--- config.mk ---
export PLATFORM = sky130hd
export DESIGN_NAME = sci_frame_rx
export DESIGN_NICKNAME = d
export VERILOG_FILES = /design/src/rtl/sci_frame_rx.sv
export SDC_FILE = /design/constraint.sdc
export NUM_CORES = 1
export LEC_CHECK = 0
export CORE_MARGIN = 8
export CORE_UTILIZATION = 55
export CTS_BUF_LIST = sky130_fd_sc_hd__clkbuf_8
export CTS_CLUSTER_DIAMETER = 100
export DETAILED_ROUTE_END_ITERATION = 12
export PLACE_DENSITY = 0.74
export SYNTH_ARGS = -nofsm -noshare
export SYNTH_HDL_FRONTEND = slang
export SYNTH_SLANG_ARGS = --single-unit
--- constraint.sdc ---
create_clock -name clk -period 2.64 [get_ports clk]
set_input_delay 0.528 -clock clk [delete_from_list [all_inputs] [get_ports clk]]
set_output_delay 0.528 -clock clk [all_outputs]
set_load 0.05 [all_outputs]
--- src/rtl/sci_frame_rx.sv ---
// 8N1 UART receiver plus header/payload/XOR-checksum framer that loads a_in and pulses nn_start.
// Decision 1 clk after the checksum byte's stop sample; no backpressure: frames arriving while core_busy are dropped (busy_drop).
module sci_frame_rx #(
   parameter int         CLK_DIV      = 434,
   parameter int         I_NUM        = 16,
   parameter logic [7:0] HDR          = 8'hA5,
   parameter int         TIMEOUT_BITS = 32
) (
   input  logic             clk,
   input  logic             rst_n,
   input  logic             rxd,
   input  logic             core_busy,
   output logic [I_NUM-1:0] a_in,
   output logic             nn_start,
   output logic             frame_err,
   output logic             rx_err,
   output logic             busy_drop
);

   localparam int NB = (I_NUM + 7) / 8;
   localparam int DW = $clog2(CLK_DIV);
   localparam int IW = $clog2(NB + 1);
   localparam logic [DW-1:0] DIV_HALF = DW'(CLK_DIV / 2 - 1);
   localparam logic [DW-1:0] DIV_WRAP = DW'(CLK_DIV - 1);
   localparam logic [31:0]   TO_LAST  = 32'(TIMEOUT_BITS * CLK_DIV - 1);
   localparam logic [IW-1:0] IDX_LAST = IW'(NB - 1);

   localparam logic [1:0] S_IDLE  = 2'd0;
   localparam logic [1:0] S_START = 2'd1;
   localparam logic [1:0] S_DATA  = 2'd2;
   localparam logic [1:0] S_STOP  = 2'd3;

   localparam logic [1:0] F_HUNT    = 2'd0;
   localparam logic [1:0] F_PAYLOAD = 2'd1;
   localparam logic [1:0] F_CHECK   = 2'd2;

   logic          sync1, rxs, rxs_d;
   logic [1:0]    rx_st;
   logic [DW-1:0] div;
   logic [2:0]    bit_cnt;
   logic [7:0]    sr;
   logic          byte_valid;

   logic [1:0]      fr_st;
   logic [7:0]      acc;
   logic [IW-1:0]   idx;
   logic [NB*8-1:0] stage;
   logic [31:0]     to_cnt;
   logic            timeout;

   // Stop bit sampled at mid-bit; the byte is handed over combinationally in that same cycle.
   assign byte_valid = (rx_st == S_STOP) && (div == DIV_WRAP) && rxs;
   assign timeout    = (to_cnt == TO_LAST);

   always_ff @(posedge clk) begin
      if (!rst_n) begin
         sync1   <= 1'b1;
         rxs     <= 1'b1;
         rxs_d   <= 1'b1;
         rx_st   <= S_IDLE;
         div     <= '0;
         bit_cnt <= '0;
         sr      <= '0;
         rx_err  <= 1'b0;
      end else begin
         sync1  <= rxd;
         rxs    <= sync1;
         rxs_d  <= rxs;
         rx_err <= 1'b0;
         case (rx_st)
            S_IDLE: begin
               if (rxs_d && !rxs) begin
                  rx_st <= S_START;
                  div   <= '0;
               end
            end
            S_START: begin
               if (div == DIV_HALF) begin
                  div <= '0;
                  if (rxs) begin
                     rx_st <= S_IDLE;
                  end else begin
                     rx_st   <= S_DATA;
                     bit_cnt <= '0;
                  end
               end else begin
                  div <= div + 1'b1;
               end
            end
            S_DATA: begin
               if (div == DIV_WRAP) begin
                  div     <= '0;
                  sr      <= {rxs, sr[7:1]};
                  bit_cnt <= bit_cnt + 1'b1;
                  if (bit_cnt == 3'd7) rx_st <= S_STOP;
               end else begin
                  div <= div + 1'b1;
               end
            end
            S_STOP: begin
               if (div == DIV_WRAP) begin
                  div    <= '0;
                  rx_st  <= S_IDLE;
                  rx_err <= !rxs;
               end else begin
                  div <= div + 1'b1;
               end
            end
            default: rx_st <= S_IDLE;
         endcase
      end
   end

   always_ff @(posedge clk) begin
      if (!rst_n) begin
         fr_st     <= F_HUNT;
         acc       <= '0;
         idx       <= '0;
         stage     <= '0;
         to_cnt    <= '0;
         a_in      <= '0;
         nn_start  <= 1'b0;
         frame_err <= 1'b0;
         busy_drop <= 1'b0;
      end else begin
         nn_start  <= 1'b0;
         frame_err <= 1'b0;
         busy_drop <= 1'b0;
         if (fr_st == F_HUNT || byte_valid) to_cnt <= '0;
         else                               to_cnt <= to_cnt + 1'b1;
         case (fr_st)
            F_HUNT: begin
               if (byte_valid && sr == HDR) begin
                  acc   <= '0;
                  idx   <= '0;
                  fr_st <= F_PAYLOAD;
               end
            end
            F_PAYLOAD: begin
               // Padding bits of the last byte still feed the checksum.
               if (byte_valid) begin
                  stage[idx*8 +: 8] <= sr;
                  acc               <= acc ^ sr;
                  idx               <= idx + 1'b1;
                  if (idx == IDX_LAST) fr_st <= F_CHECK;
               end else if (timeout) begin
                  frame_err <= 1'b1;
                  fr_st     <= F_HUNT;
               end
            end
            F_CHECK: begin
               if (byte_valid) begin
                  fr_st <= F_HUNT;
                  if (sr != acc) begin
                     frame_err <= 1'b1;
                  end else if (core_busy) begin
                     busy_drop <= 1'b1;
                  end else begin
                     a_in     <= stage[I_NUM-1:0];
                     nn_start <= 1'b1;
                  end
               end else if (timeout) begin
                  frame_err <= 1'b1;
                  fr_st     <= F_HUNT;
               end
            end
            default: fr_st <= F_HUNT;
         endcase
      end
   end

endmodule

### Word-level counts from Yosys, hierarchy flattened

Cells that the tools add are included.

* register bits: 105
* input port bits: 4
* logic and storage cells: 107

* add/sub/neg operators: 5
* eq/ne operators: 21
* shift operators: 2
* multiplexer cells: 35
* bitwise logic cells: 6
* reduce and logical (&&, ||, !) cells: 21

Operator list (number)
* $neg A5 Y34: 1
* $shift A8 B34 Y16 const A: 1
* $shiftx A8 B34 Y16: 1
* $add A32 B1 Y32 const B: 1
* $eq A32 B14 Y1 const B: 1
* $mux W9: 3
* $pmux W9 S3: 1
* $mux W2: 13
* $bwmux W16: 1
* $mux W8: 2
* $pmux W8 S2: 1
* $ne A2 B2 Y1 const B: 6
* $add A9 B1 Y9 const B: 1
* $eq A9 B8 Y1 const B: 1
* $eq A9 B9 Y1 const B: 1
* $mux W3: 3
* $eq A8 B8 Y1 const B: 1
* $ne A8 B8 Y1: 1
* $pmux W2 S4: 1
* $reduce_and A4 Y1: 2
* $xor A8 B8 Y8: 1
* $eq A2 B1 Y1 const B: 3
* $eq A2 B2 Y1 const B: 3
* $mux W1: 6
* 20 further kinds: 34

### Longest topological paths before layout

Gate-level depths: netlist (run 1).

* depth in word-level cells: 6
* depth in mapped cells: 8
* mapped depth without buffers: 7

### Worst setup path after synthesis (run 1)

OpenSTA, ideal clock, no wires.

* kind: register -> register
* start point: register to_cnt[11]
* end point: register frame_err
* arrival time: 1.945 ns
* slack: 0.636 ns
* stages on the path, launching flop included: 6
* path buffers: 0
* cell sequence: dfxtp_1 > or4_1 > or4_1 > or4_1 > a21boi_1 > o211a_1

* word-level cells in the longest chain between the ends: 4
* elaborated cells between the ends (all ways): 5

Ends and longest elaborated chain
* start: declaration: line 48 `logic [31:0] to_cnt;`
* start signal: assignment: line 130 `else to_cnt <= to_cnt + 1'b1;`
* $eq A32 B14 Y1 *: line 53 `assign timeout = (to_cnt == TO_LAST);`
* $mux W1 *: line 146, 162
* $mux W1 (on tied branches): line 152, 141
* $pmux W1 S2 *: line 131 `case (fr_st)`
* end signal: assignment: line 147 `frame_err <= 1'b1;`
* end signal: assignment: line 155 `frame_err <= 1'b1;`
* end signal: assignment: line 163 `frame_err <= 1'b1;`
* end: declaration: line 15 `output logic frame_err,`

Mark *: on every way between the ends. The rest lies on a longest branch, timed or not.
A chain may end at the register's enable or synchronous reset.

### Final worst setup path (run 1)

* start point: register div[0]
* end point: register fr_st[1]

* word-level cells in the longest chain between the ends: 6
* elaborated cells between the ends (all ways): 10

Ends and longest elaborated chain
* start: declaration: line 39 `logic [DW-1:0] div;`
* start signal: assignment: line 87 `div <= div + 1'b1;`
* start signal: assignment: line 97 `div <= div + 1'b1;`
* start signal: assignment: line 106 `div <= div + 1'b1;`
* $eq A9 B9 Y1 *: line 52 `assign byte_valid = (rx_st == S_STOP) && (div == DIV_WRAP) && rxs;`
* $logic_and A1 B1 Y1 * (2 in a row): line 52
* $logic_and A1 B1 Y1: line 133 `if (byte_valid && sr == HDR) begin`
* $ne A2 B1 Y1 (no source line)
* $reduce_and A2 Y1 (no source line)
* end signal: assignment: line 136 `fr_st <= F_PAYLOAD;`
* end signal: assignment: line 145 `if (idx == IDX_LAST) fr_st <= F_CHECK;`
* end signal: assignment: line 148 `fr_st <= F_HUNT;`
* end: declaration: line 44 `logic [1:0] fr_st;`

Marks and branches as above.

==> results.tsv, run 1 <==
stage	metric	value	unit
status	run status	completed	
floorplan	# rows	34	
cts	CTS Buf Count	9	
drt	final wirelength	10000	um
placed_design	IO Port Bufs	23	
synth	sequential share of the synthesized area	44.4	%
synth	Synth warnings	0	
synth	ranking of synthesized cells by area	dfxtp_1, nand3_1, a21oi_1	
synth	cells after synthesis	566	
floorplan	Die H	109	um
cts	htree depth	3	
pwr	Power Density	524	mW/mm^2
timing	RSZ-0062 raised after global routing	no	
floorplan	full die area	0.0118	mm^2
layout	multi-input logic area	0.00244	mm^2
placed_design	gpl congestion	0.849	
pwr	Comb power frac	3.8	%
pwr	Peak VDD IR	388	uV
cts	setup bufs post-CTS	0	
grt	number of global-route vias before repair	3693	
floorplan	Ports	24	
timing	fin crit share	84.6	%
synth	FF+latch count, synth	105	
synth	area leader, netlist	dfxtp_1	
layout	area delta synth->final	10.8	%
hold_path	Worst Hold Class	reg2reg	
cts	clk sinks	105	
grt	largest net degree at the start of global routing	56	
layout	FF+latch area	0.00210	mm^2
drt	via count	3971	
grt	GRT overflow	0	
worst_setup_path	worst-path maximum fanout	6	
layout	layout cells sized above 1	5.52	%
placed_design	Cell Area, Placed	0.00504	mm^2
layout	final net count	592	
timing	Slew Limit Fails	0	
synth	ys flop type	dfxtp_1	
synth	Post-synth EDFFs	0	
synth	syn_area_per_cell	8.37	um^2
synth	syn_nets	583	
cts	TritonCTS clock tree	yes	
pwr	Reg power frac	58.5	%
pwr	P_int	0.00208	W
drt	1st-iter DRT viols	194	
pwr	Clock power frac	37.8	%
synth	post-synth top area share	44.4	%
pwr	sw frac	24.4	%
timing	Period minus WS final	2230	ps
cts	PostCTS Resize Cnt	0	
run	max-cap viol count	0	
pwr	Lkg Pwr	1.82	nW
placed_design	dpl hpwl	6940	um
timing	worst rel slew slack	48.0	%
synth	Post-synth ARST share	0	%
layout	number of diodes	0	
synth	Post-Syn Area	0.00474	mm^2
layout	# fillers	756	
timing	final setup margin	406	ps
worst_setup_path	Worst Path Arrival	2490	ps
cts	CTS root buf	clkbuf_8	
timing	setup_tns	0	ps
worst_setup_path	CP Capture Type	flip-flop	
timing	Clock Skew	14.3	ps
cts	Reg clk slew, reported paths	100	ps
drt	drt wl/cell	14.6	um
worst_setup_path	crit start category	flip-flop	
worst_setup_path	Critical Path RT	2900	ps
placed_design	Place WS	434	ps
synth	synth unique cells	51	
timing	worst-margin pin slew	777	ps
drt	DRC	0	
timing	# setup viols final	0	
drt	drt via density	5.77	
layout	Finished Layout Cells	688	
pwr	P_sw	0.000670	W
cts	Longest Clk Path Bufs	2	
cts	CTS Hold Bufs	0	
floorplan	Starting Density	55.4	%
floorplan	Core Region	0.00855	mm^2
grt	first-pass GRT wire length	17300	um
timing	Final Hold Viols	0	
layout	post-layout instance area	0.00525	mm^2
grt	Overall Global Routing Usage	17.6	%
cts	clock latency on the worst-skew pair	370	ps
timing	fmax	448	MHz
floorplan	die width	109	um
placed_design	placed cells	672	
drt	Routed Antenna Nets	0	
drt	Pre-Repair DR Iteration Count	4	
worst_setup_path	CP Class	reg2reg	
grt	initial antenna violation count	0	
-- placed cells by master, fill, tap and decap left out, types with 7 or more instances in the layout --
cell type | netlist | final
and3_1 | 12 | 12
clkbuf_8 | 0 | 9
nor2b_1 | 7 | 7
clkdlybuf4s50_1 | 0 | 22
buf_4 | 0 | 10
mux2i_1 | 9 | 9
inv_1 | 16 | 17
nor2_1 | 46 | 46
nor3_1 | 10 | 10
xnor2_1 | 14 | 14
or3_1 | 10 | 10
nor4_1 | 9 | 8
nand4_1 | 11 | 11
nand3_1 | 63 | 63
nand2_1 | 54 | 54
o211ai_1 | 7 | 7
nand2b_1 | 7 | 7
xor2_1 | 14 | 14
a21oi_1 | 41 | 41
o21ai_0 | 32 | 32
dfxtp_1 | 105 | 105
ha_1 | 13 | 13
-- per-layer routing --
| metal | up-vias | part of all wire, % | track usage (%) |
|---|---|---|---|
| li1 | 2028 | - | - |
| met1 | 1868 | 49 | 22.4 |
| met2 | 63 | 47 | 29.1 |
| met3 | 12 | 3.6 | 4.43 |
| met4 | 0 | 1.0 | 4.89 |
| met5 | - | 0 | 0 |
-- cells in the mapped netlist, types with 2 or more instances --
library cell / count
ha_1: 13
o211ai_1: 7
buf_2: 5
nand2b_1: 7
a211oi_1: 3
nor3_1: 10
mux2i_1: 9
xnor2_1: 14
and3_1: 12
nand3b_1: 2
a21oi_1: 41
o32ai_1: 2
o211a_1: 5
dfxtp_1: 105
xor2_1: 14
nand3_1: 63
nand4bb_1: 3
a41oi_1: 2
nand2_1: 54
or3_1: 10
nor2_1: 46
inv_1: 16
o31ai_1: 3
nand4_1: 11
a311oi_1: 3
nor2b_1: 7
o21ai_1: 2
clkbuf_1: 30
nor4_1: 9
or4_1: 6
o21ai_0: 32
-- worst paths after layout --
| path | start | endpoint | slack (ps) | cells past startpoint |
|---|---|---|---|---|
| max reg2reg | div[0] | fr_st[1] | 410 | 6 |
| max | div[0] | fr_st[1] | 410 | 6 |
| min | sync1 | rxs | 410 | 1 |
| min reg2reg | sync1 | rxs | 410 | 1 |
-- power groups by stage --
stage | logic (W) | registers, W | clock network (W)
2_1_floorplan | 0.0000855 | 0.00163 | 0
3_3_place_gp | 0.0000996 | 0.00164 | 0
3_5_place_dp | 0.000102 | 0.00164 | 0
4_1_cts | 0.000102 | 0.00161 | 0.00107
5_1_grt | 0.000118 | 0.00161 | 0.00112
6_report | 0.000103 | 0.00161 | 0.00104
-- critical path, stage by stage, from the launching register on --
cell and delay, ps:
dfxtp_1 430, ha_1 210, and4b_1 290, nand2_1 160, o311ai_0 640, nor4_1 110, a311o_1 290
-- state kept, by name, summed over array words and instances (netlist names), 2 cells and up, named ones only --
| name | cells |
|---|---|
| a_in | 16 |
| acc | 8 |
| bit_cnt | 3 |
| div | 9 |
| fr_st | 2 |
| idx | 2 |
| sr | 8 |
| stage | 16 |
| to_cnt | 32 |
-- layout make-up --
cell class,count,share of cell area [%]
clock buffers,9,2.36
multi-input cells,410,46.6
flip-flops and latches,105,40.0
repair buffers,33,5.72
well taps,108,2.57
clock inverters,7,1.57
inverters,16,1.14
-- stage by stage --
| step | power, W | hold WS [ps] | utilization [%] |
|---|---|---|---|
| after floorplan | 0.00172 | 386 | - |
| final | 0.00275 | 415 | 61.4 |
| after global placement | 0.00174 | 396 | 59.0 |
| after detailed placement | 0.00175 | 397 | 59.0 |
| after CTS | 0.00278 | 421 | 61.4 |
| after global routing | 0.00285 | 450 | 61.4 |
-- cells by family after synthesis --
| kind of cell | after synthesis | synth area share (%) |
|---|---|---|
| xor gates and xnor gates | 28 | 5.18 |
| muxes | 9 | 1.90 |
| adders and majority gates | 13 | 3.43 |
| and+or+nand+nor | 251 | 27.1 |
| AOI/OAI and AO/OA | 109 | 13.9 |
| buffers and inverters | 51 | 4.17 |
| DFF | 105 | 44.4 |
Note: power is estimated with default switching activity, not from simulation.
==> run 2, diff against run 1 <==
clock period = 2.3 ns   (was 2.64 ns; I/O delays follow)
==> results.tsv, run 2 (synthesized netlist as in run 1, its figures left out) <==
stage	metric	value	unit
status	run status	completed	
timing	worst rel slew slack	50.5	%
floorplan	# rows	34	
layout	Largest register FFs	32	
layout	commonest cells after routing, fill and taps aside	dfxtp_1, nand3_1, nand2_1	
placed_design	IO Port Bufs	23	
worst_setup_path	Worst Path Arrival	2490	ps
timing	hold_ws	419	ps
run	max-cap viol count	0	
floorplan	Core Region	0.00855	mm^2
timing	setup_tns	0	ps
worst_setup_path	Worst path most repeated cell	or4_1	
timing	Clock Skew	16.8	ps
worst_setup_path	worst-path maximum fanout	4	
drt	Routed Antenna Nets	0	
cts	Longest Clk Path Bufs	2	
worst_setup_path	Critical Path RT	2620	ps
cts	PostCTS Resize Cnt	0	
layout	area delta synth->final	12.3	%
grt	GRT overflow	0	
floorplan	die width	109	um
worst_setup_path	WP buf/inv	0	
drt	drt wl/cell	14.6	um
drt	max layer used	met4	
worst_setup_path	critical path depth in cells	5	
grt	largest net degree at the start of global routing	56	
placed_design	dpl hpwl	6940	um
worst_setup_path	reg2reg path depth	5	
layout	layout cells sized above 1	6.98	%
hold_path	Worst Hold Class	reg2reg	
pwr	Peak VDD IR	396	uV
cts	clock latency on the worst-skew pair	380	ps
worst_setup_path	CP Launch Point	to_cnt[11]	
layout	final net count	600	
timing	Final Hold Viols	0	
hold_path	Hold Startpoint	sync1	
grt	initial antenna violation count	0	
cts	TritonCTS clock tree	yes	
cts	CTS Buf Count	9	
floorplan	Die H	109	um
floorplan	full die area	0.0118	mm^2
timing	Period minus WS final	2170	ps
worst_setup_path	delay-heaviest family, CP	simple AND/OR/NAND/NOR gates	
worst_setup_path	CP Class	reg2reg	
layout	final cell utilization of the core	62.2	%
grt	Overall Global Routing Usage	18.0	%
worst_setup_path	end of the critical path	frame_err	
grt	first-pass GRT wire length	17600	um
worst_setup_path	R2R Setup Slk	130	ps
layout	biggest regs	to_cnt: 32 flops, a_in: 16 flops, stage: 16 flops	
pwr	Power Density	592	mW/mm^2
layout	number of diodes	0	
drt	DRC	0	
worst_setup_path	r2r endpoint	frame_err	
drt	WL met2	4750	um
timing	worst-margin pin slew	738	ps
timing	fmax	461	MHz
floorplan	Ports	24	
placed_design	gpl congestion	0.813	
pwr	Lkg Pwr	1.86	nW
floorplan	Starting Density	55.4	%
worst_setup_path	CP cell instances	or4_1 -> or4_1 -> or4_1 -> a21boi_1 -> o211a_1	
cts	Reg clk slew, reported paths	100	ps
cts	setup bufs post-CTS	0	
timing	final setup margin	129	ps
worst_setup_path	RR Startpoint	to_cnt[11]	
timing	# setup viols final	0	
timing	fin crit share	94.4	%
timing	Slew Limit Fails	0	
drt	1st-iter DRT viols	259	
worst_setup_path	CP peak stage delay	530	ps
cts	CTS root buf	clkbuf_8	
cts	htree depth	3	
worst_setup_path	CP Capture Type	flip-flop	
placed_design	Place WS	125	ps
drt	M1 WL	4920	um
worst_setup_path	critical path's slowest cell	or4_1	
drt	final wirelength	10200	um
cts	clk sinks	105	
timing	RSZ-0062 raised after global routing	no	
layout	Largest Register	to_cnt	
drt	via count	4048	
drt	Pre-Repair DR Iteration Count	4	
drt	drt via density	5.82	
drt	WL met3	409	um
grt	number of global-route vias before repair	3775	
layout	commonest non-fill, non-tap cell in the layout	dfxtp_1	
worst_setup_path	crit start category	flip-flop	
cts	CTS Hold Bufs	0	
-- run 2: cell count changes in the layout (fill, tap and decap cells not counted), sizes merged --
cell,before,now
buf,11,19
inv,22,19
clkinv,0,1
clkinvlp,0,1
-- run 2: worst reg2reg max path, cell delays in order (launching register included) --
cell and delay (ps):
dfxtp_1 350, or4_1 510, or4_1 530, or4_1 420, a21boi_1 130, o211a_1 170
-- run 2: how the worst min path moves through the flow --
stage          endpoint  slack (ps)  depth (start not counted)
3_3_place_gp        rxs         390                          1
4_1_cts             rxs         420                          1
6_report            rxs         420                          1
3_5_place_dp        rxs         390                          1
5_1_grt             rxs         430                          1
2_1_floorplan       rxs         390                          1
-- run 2: routing by layer --
| layer | track usage, % | vias to the layer above |
|---|---|---|
| li1 | - | 2037 |
| met1 | 24.2 | 1934 |
| met2 | 28.6 | 69 |
| met3 | 3.72 | 8 |
| met4 | 4.99 | 0 |
| met5 | 0 | - |
-- run 2: cell type report --
type                            instances  area, um^2
Fill cell                             743        3230
Multi-Input combinational cell        410        2450
Sequential cell                       105        2100
Timing Repair Buffer                   41         373
Tap cell                              108         135
Clock buffer                            9         124
Clock inverter                          6        75.1
Inverter                               16        60.1
-- run 2: through the flow --
| step | power (W) | std cells | cell area, um^2 |
|---|---|---|---|
| 2_1_floorplan | 0.00197 | 566 | 4740 |
| 3_3_place_gp | 0.00201 | 680 | 5110 |
| 3_5_place_dp | 0.00201 | 680 | 5110 |
| 4_1_cts | 0.00317 | 695 | 5310 |
| 5_1_grt | 0.00326 | 695 | 5320 |
| 6_report | 0.00315 | 695 | 5320 |
-- run 2: report_power, final --
group / switching [W] / internal [W] / total (W)
Sequential: 0.0000112 / 0.00183 / 0.00184
Clock: 0.000660 / 0.000515 / 0.00118
Combinational: 0.0000955 / 0.0000377 / 0.000133
==> patch (config.mk and constraints of run 1) <==
`I_NUM`: 16 -> 32.
--- a/src/rtl/sci_frame_rx.sv
+++ b/src/rtl/sci_frame_rx.sv
@@ -2,7 +2,7 @@
 // Decision 1 clk after the checksum byte's stop sample; no backpressure: frames arriving while core_busy are dropped (busy_drop).
 module sci_frame_rx #(
    parameter int         CLK_DIV      = 434,
-   parameter int         I_NUM        = 16,
+   parameter int         I_NUM        = 32,
    parameter logic [7:0] HDR          = 8'hA5,
    parameter int         TIMEOUT_BITS = 32
 ) (
Interface: changed (resized a_in); port bits go from 24 to 40. No check against the original RTL was run, so the function may have changed too.
==> patch against run 1 <==
  * Cell area rose by 36%
  * Fmax rose by 0.19%
  * Die area rose by 28%
  * Area after synthesis rose by 34%
  * Worst setup slack improved by 4.3 ps
  * Sequential cell count rose by 33
  * Wire length rose by 30%
  * Power rose by 52%
  * Combinational power rose by 14%
==> patch: results (changes against run 1) <==
Run status
  – Status: finished, final reports clean

Synth
  – Commonest cells post-synth: 138 x dfxtp_1, 88 x nand2_1, 66 x nand3_1
  – Synth top area cells: dfxtp_1 44%, mux2i_1 5.2%, nand2_1 5.2%
  – Distinct cells, synth: 61 (+20%)
  – Synthesized Nets: 724 (+24%)
  – Post-synthesis sequential area ratio: 0.437 (-0.00709)

Global routing
  – GRT busiest layer: met2
  – GRT Total Usage: 0.177 (+0.000885)
  – Routing usage on met3: 0.0447 (+0.000423)
  – Met1 Use GR: 0.229 (+0.00557)
  – Global-route wire length before repair: 21600 um (+25%)
  – Antenna violations before repair: 0 (unchanged)
  – Number of global-route vias before repair: 4608 (+25%)
  – Grt met2 use: 0.276 (-0.0150)
  – Largest net degree at the start of global routing: 65 (+16%)

Placement
  – Post-DP HPWL: 8840 um (+27%)
  – Port Buffers: 39 (+70%)
  – Routability cong.: 0.835 (-1.6%)
  – Placement Cell Area: 6680 um2 (+32%)

Critical path
  – Critical Path Start: div[0]$_SDFFE_PN0N_
  – RR Endpoint: stage[13]$_SDFFE_PN0P_
  – R2R setup slack: around 410 ps
  – Worst Path Max Fanout: 11 (+5)
  – WS Path Type: reg -> reg
  – R2R cell count: 6 (unchanged)
  – Crit path arrival time: 2560 ps (+70 ps)

Layout
  – Share of post-route cells with drive strength above 1: 0.126 (+0.0705)
  – Final net count: 745 (+26%)
  – Antenna diode count: 0 (unchanged)
  – Largest regs: a_in: 32 flops, stage: 32 flops, to_cnt: 32 flops
  – # fillers: 983 (+30%)

Pwr
  – Lkg Pwr: 2.59 nW (+42%)
  – Max VDD drop: 434 uV (+12%)

Hold path
  – Worst hold stages: 1 (unchanged)
  – HP Class: reg -> reg

Clocking
  – Number of CTS-inserted buffers: 17 (+8)
  – Post-CTS Repair Setup Buffers: 0 (unchanged)
  – Clk root buf: clkbuf_8
  – CTS resizes: 0 (unchanged)
  – Worst-Skew Late Latency: 450 ps (+80 ps)
  – H-tree depth: 4 (+1)
  – Longest Clk Path Bufs: 2 (unchanged)
  – CTS clk-pin slew, worst paths: 70 ps (-30 ps)

Route
  – Detailed Routing Iterations Pass 1: 5 (+1)
  – 1st-iter DRT viols: 400 (+110%)
  – Routed via count: 4904 (+23%)
  – Mean routed wirelength per cell: 14.7 um (+0.99%)

STA
  – Worst-Margin Slew: 733 ps (-43.7 ps)
  – Setup Skew: 10.8 ps (-3.51 ps)
## patch: stage by stage
step                setup WS (ps)  utilization  cells  hold slack (ps)
CTS                           402        0.630    883              415
floorplan                     379            -    706              386
detailed placement            417        0.590    851              398
global placement              508        0.590    851              391
finish                        410        0.630    883              412
global route                  163        0.630    883              440
## patch: area by class of cell
type / count / area share
sequential: 138 / 0.387
tap: 143 / 0.0251
timing repair buffer: 50 / 0.0673
clock buffer: 17 / 0.0328
inverter: 24 / 0.0126
clock inverter: 15 / 0.0310
multi-input combinational: 496 / 0.444
## patch: kinds of logic (layout without fill, tap and decap cells)
| kind of cell | Yosys count | after routing | share of synthesized area |
|---|---|---|---|
| DFF | 138 | 138 | 0.437 |
| adders and majority gates | 14 | 14 | 0.0277 |
| AOI/OAI and AO/OA | 100 | 100 | 0.111 |
| and+or+nand+nor | 312 | 312 | 0.258 |
| xor gates and xnor gates | 36 | 36 | 0.0498 |
| buffers and inverters | 72 | 106 | 0.0631 |
| muxes | 34 | 34 | 0.0540 |
## patch: worst max-delay path: stages, from the launching register on
cell,delay (ps)
dfxtp_1,420
ha_1,170
and4b_1,380
nand3_2,290
nor3_1,360
nand3_2,300
mux2i_1,190
## patch: report_power, final
group / internal, W / total, W / switching, W / leakage (nW)
sequential: 0.00209 / 0.00210 / 0.0000152 / 1.11
combinational: 0.0000319 / 0.000117 / 0.0000856 / 1.25
clock: 0.00113 / 0.00195 / 0.000827 / 0.230
## patch: per-layer routing
metal	part of all wire	vias to the layer above
li1	-	2501
met1	0.47	2295
met2	0.46	90
met3	0.052	18
met4	0.018	0
met5	0	-
